==> src/rtl/paddle_key_ctrl.sv <==
// PS/2 set-2 key tracker for a two-paddle game: decodes W/S/O/K make/break codes
// into held flags and paddle directions, with a frame-based inactivity timeout.
module paddle_key_ctrl #(
  parameter int TIMEOUT_FRAMES = 120,
  parameter int CNT_W          = 8
) (
  input  logic       clock,
  input  logic       resetn,
  input  logic       key_valid,
  input  logic [7:0] key_data,
  input  logic       frame_tick,
  output logic [3:0] held,
  output logic [1:0] p1_dir,
  output logic [1:0] p2_dir,
  output logic       move_stb
);

  localparam logic [CNT_W-1:0] TMO = CNT_W'(TIMEOUT_FRAMES);

  typedef enum logic [1:0] {IDLE, BRK, EXT, EXT_BRK} state_t;

  state_t           state, state_nxt;
  logic [3:0]       held_nxt;
  logic [CNT_W-1:0] cnt, cnt_nxt;

  function automatic logic [3:0] key_mask(input logic [7:0] b);
    case (b)
      8'h1D:   return 4'b0001;
      8'h1B:   return 4'b0010;
      8'h44:   return 4'b0100;
      8'h42:   return 4'b1000;
      default: return 4'b0000;
    endcase
  endfunction

  function automatic logic [1:0] dir_of(input logic up, input logic dn);
    case ({dn, up})
      2'b01:   return 2'b01;
      2'b10:   return 2'b10;
      default: return 2'b00;
    endcase
  endfunction

  always_comb begin
    state_nxt = state;
    held_nxt  = held;
    cnt_nxt   = cnt;
    if (key_valid) begin
      cnt_nxt = '0;
      case (state)
        IDLE: begin
          if (key_data == 8'hF0)      state_nxt = BRK;
          else if (key_data == 8'hE0) state_nxt = EXT;
          else                        held_nxt  = held | key_mask(key_data);
        end
        BRK: begin
          held_nxt  = held & ~key_mask(key_data);
          state_nxt = IDLE;
        end
        EXT:     state_nxt = (key_data == 8'hF0) ? EXT_BRK : IDLE;
        EXT_BRK: state_nxt = IDLE;
        default: state_nxt = IDLE;
      endcase
    end else if (frame_tick && (cnt != TMO)) begin
      cnt_nxt = cnt + 1'b1;
      // Timeout fires only on the tick that reaches the limit, so keys pressed
      // after a timeout are tracked again normally.
      if (cnt_nxt == TMO) begin
        held_nxt  = '0;
        state_nxt = IDLE;
      end
    end
  end

  always_ff @(posedge clock or negedge resetn) begin
    if (!resetn) begin
      state    <= IDLE;
      cnt      <= '0;
      held     <= '0;
      p1_dir   <= 2'b00;
      p2_dir   <= 2'b00;
      move_stb <= 1'b0;
    end else begin
      state    <= state_nxt;
      cnt      <= cnt_nxt;
      held     <= held_nxt;
      p1_dir   <= dir_of(held_nxt[0], held_nxt[1]);
      p2_dir   <= dir_of(held_nxt[2], held_nxt[3]);
      move_stb <= frame_tick;
    end
  end

endmodule

==> config.mk <==
export PLATFORM = sky130hd
export DESIGN_NAME = paddle_key_ctrl
export DESIGN_NICKNAME = d
export VERILOG_FILES = /design/src/rtl/paddle_key_ctrl.sv
export SDC_FILE = /design/constraint.sdc
export NUM_CORES = 1
export LEC_CHECK = 0
export CAP_MARGIN = 20
export CORE_MARGIN = 4
export CORE_UTILIZATION = 55
export DETAILED_ROUTE_END_ITERATION = 6
export PLACE_DENSITY = 0.83
export SETUP_SLACK_MARGIN = 0.02
export SYNTH_ARGS = -nofsm -noshare
export SYNTH_HDL_FRONTEND = slang
export SYNTH_SLANG_ARGS = --single-unit
==> constraint.sdc <==
create_clock -name clock -period 3.1 [get_ports clock]
set_input_delay 0.62 -clock clock [delete_from_list [all_inputs] [get_ports clock]]
set_output_delay 0.62 -clock clock [all_outputs]
set_load 0.1 [all_outputs]
==> flow_metrics.tcl <==
set metrics [dict create \
    die_h_um 55.7 \
    ir_drop_uv 241 \
    crit_slowest_cell "clkdlybuf4s50_1" \
    instances_no_fill 178 \
    period_minus_slack_ns 2.08 \
    rsz0062_at_grt "no" \
    worst_setup_path_start_kind "input pin" \
    vias 1140 \
    clock_latency_ns 0.30 \
    place_congestion 0.904 \
    cts_buffer_depth 2 \
    grt_usage 0.187 \
    crit_arrival_ns 2.28 \
    cts_setup_buffers 0 \
    netlist_instances 129 \
    start_util 0.572 \
    core_mm2 0.00219 \
    ant_nets 0 \
    yosys_register_bits 19 \
    p_comb_frac 0.316 \
    clk_pin_slew_ns 0.11 \
    synth_area_mm2 0.00125 \
    finalCritPeriodShare 0.671 \
    hold_end "p1_dir[1]" \
    grt_pass1_vias 1165 \
    grt_pass1_wl_um 4780 \
    die_width_um 55.7 \
    final_cell_mix "19 x dfrtp_1, 11 x inv_1, 11 x clkdlybuf4s50_1" \
    num_antenna_cells 0 \
    die-area_mm2 0.00310 \
    ios 21 \
    switching_share 0.384 \
    cap_violations 0 \
    tightest_slew_ns 0.852 \
    switching_power_uw 226 \
    internal_power_uw 362 \
    timing.fmax_mhz 481 \
    via_per_inst 6.40 \
    clockRootBuffer "clkbuf_4" \
    pwr-share-clk 0.219 \
    drc 0 \
    grt_antenna_before_repair 0 \
    status "finished clean" \
    yosysSeqAreaShare 0.380 \
    drv_slew 0 \
    layout-drive-gt1-share 0.180 \
    postCtsHoldBufs 0 \
    maxSlewHeadroom 0.430 \
    routedWlPerCell_um 16.3 \
    slowest_delay_ns 0.57 \
    end_kind "register" \
    ys_types 44 \
    crit_path_cell_trace "clkdlybuf4s50_1 -> buf_4 -> nand2b_1 -> nor4_1 -> o22ai_1 -> o31ai_1" \
    dpl_cell_area_mm2 0.00144 \
    total_leakage_power_uw 0.000642 \
    cp_num_buf_inv 2 \
    hold_depth 1 \
    finalHoldViolCount 0 \
    criticalPathCategory "in -> reg" \
    wl_um 2900 \
    cts_sinks 19 \
    r2r_slack_ns 1.24 \
    cp_top_family "buffers and inverters" \
    yosysWarnings 0 \
    min-delay-start "held[0]" \
    worst_hold_path_type "reg -> reg" \
    cts_buffers 3 \
    final_common_cell "dfrtp_1" \
    syn_nets 143 \
    port_buffers 20 \
    p_per_area_mw_per_mm2 401 \
    fin_area_mm2 0.00147 \
    overflow 0 \
    area_growth_pct 17.2 \
    dp_cells 174 \
    r2r-start "cnt[1]" \
    first_pass_iters 4 \
    setup_tns_ns 0 \
    setup_viol 0 \
    num_rows 17 \
    pwr-share-seq 0.465 \
    r2r_cells 5 \
    dp_hpwl_um 2210 \
    finClkSkew_ns 0.00509 \
    cts_tree "done" \
    reg2reg_to "p1_dir[0]" \
    cts.repair.resized 0 \
    first_iter_violations 47 \
    grt_start_max_net_pins 20 \
    power_uw 588 \
    cts_max_level 1 \
    finalNetCount 165 \
    syn-mean-instance-area_um2 9.71 \
    crit_required_ns 3.30 \
    path_max_fanout 9 \
]
## logic make-up (layout without fill, tap and decap cells)
logic type / after synthesis / in the layout / synth area share
buf+inv: 15 / 36 / 0.0579
flops: 19 / 19 / 0.380
simple gates: 52 / 52 / 0.284
xor+xnor: 4 / 4 / 0.0280
mux: 1 / 1 / 0.00799
fa+ha+maj: 2 / 2 / 0.0200
compound gates: 36 / 36 / 0.223
## sequential cells by signal (all words and copies together), names as in the netlist
register  count
p1_dir        2
cnt           8
state         2
held          4
move_stb      1
p2_dir        2
## Yosys cell counts
cell,instances,area (µm²)
ha_1,2,25.0
a21boi_1,1,7.51
nor3b_1,1,7.51
buf_2,1,5.00
buf_6,1,11.3
and3b_1,1,8.76
nand2b_1,3,18.8
nand4b_1,2,17.5
inv_1,11,41.3
a21oi_1,3,15.0
nand4_1,3,18.8
o31ai_1,4,30.0
nor4_1,7,43.8
o21ai_0,3,15.0
o22ai_1,4,25.0
nand4_2,1,12.5
o221ai_1,1,8.76
nand4b_4,1,23.8
o41ai_2,1,16.3
nand2_1,4,15.0
and2_1,2,12.5
nor4_2,3,37.5
nor3_1,1,5.00
o21ai_1,3,15.0
buf_4,2,15.0
or3_1,3,18.8
nand3_1,1,5.00
dfrtp_1,19,475
o31a_1,1,8.76
nor2_1,10,37.5
or4_4,1,11.3
and4b_1,1,10.0
and3_1,1,6.26
a21boi_4,1,18.8
or3_4,1,11.3
a221oi_2,1,15.0
xor2_1,3,26.3
xnor2_1,1,8.76
o21ai_2,4,35.0
a311oi_1,5,43.8
nor2b_1,4,25.0
mux2i_1,1,10.0
a31oi_1,4,25.0
or3b_1,1,8.76
## layout make-up
type / count / area, µm²
fillers: 175 / 723
well taps: 28 / 35.0
flip-flops and latches: 19 / 475
multi-input cells: 95 / 704
clock buffers: 4 / 26.3
repair buffers: 21 / 185
inverters: 11 / 41.3
## per-stage QoR
stage / util / setup WS, ns / hold WS (ns)
floorplan: - / 1.37 / 0.324
global placement: 0.658 / 0.849 / 0.498
detailed placement: 0.658 / 0.793 / 0.520
CTS: 0.670 / 1.09 / 0.536
global route: 0.670 / 1.01 / 0.565
finish: 0.670 / 1.02 / 0.545
## how the worst max path moves through the flow
stage / startpoint / slack [ns] / cells past startpoint / end
2_1_floorplan: held[1] / 1.37 / 4 / p1_dir[1]
3_3_place_gp: frame_tick / 0.85 / 5 / p1_dir[1]
3_5_place_dp: key_data[4] / 0.79 / 5 / p2_dir[0]
4_1_cts: key_data[4] / 1.09 / 5 / p2_dir[0]
5_1_grt: key_data[6] / 1.01 / 5 / p2_dir[1]
6_report: key_valid / 1.02 / 6 / p1_dir[1]
## power by group through the flow
stage / clock (µW) / sequential, µW / combinational (µW)
final: 129 / 273 / 186
after global routing: 144 / 275 / 194
after CTS: 129 / 273 / 185
after detailed placement: 0 / 278 / 185
after global placement: 0 / 277 / 179
after floorplan: 0 / 352 / 52.1
## layer usage
metal | GRT usage | vias up | wire [µm]
li1 | - | 534 | -
met1 | 0.221 | 539 | 1210
met2 | 0.318 | 59 | 1420
met3 | 0.0441 | 8 | 239
met4 | 0.0903 | 0 | 29
met5 | 0 | - | 0
(Power assumes the default switching activity.)
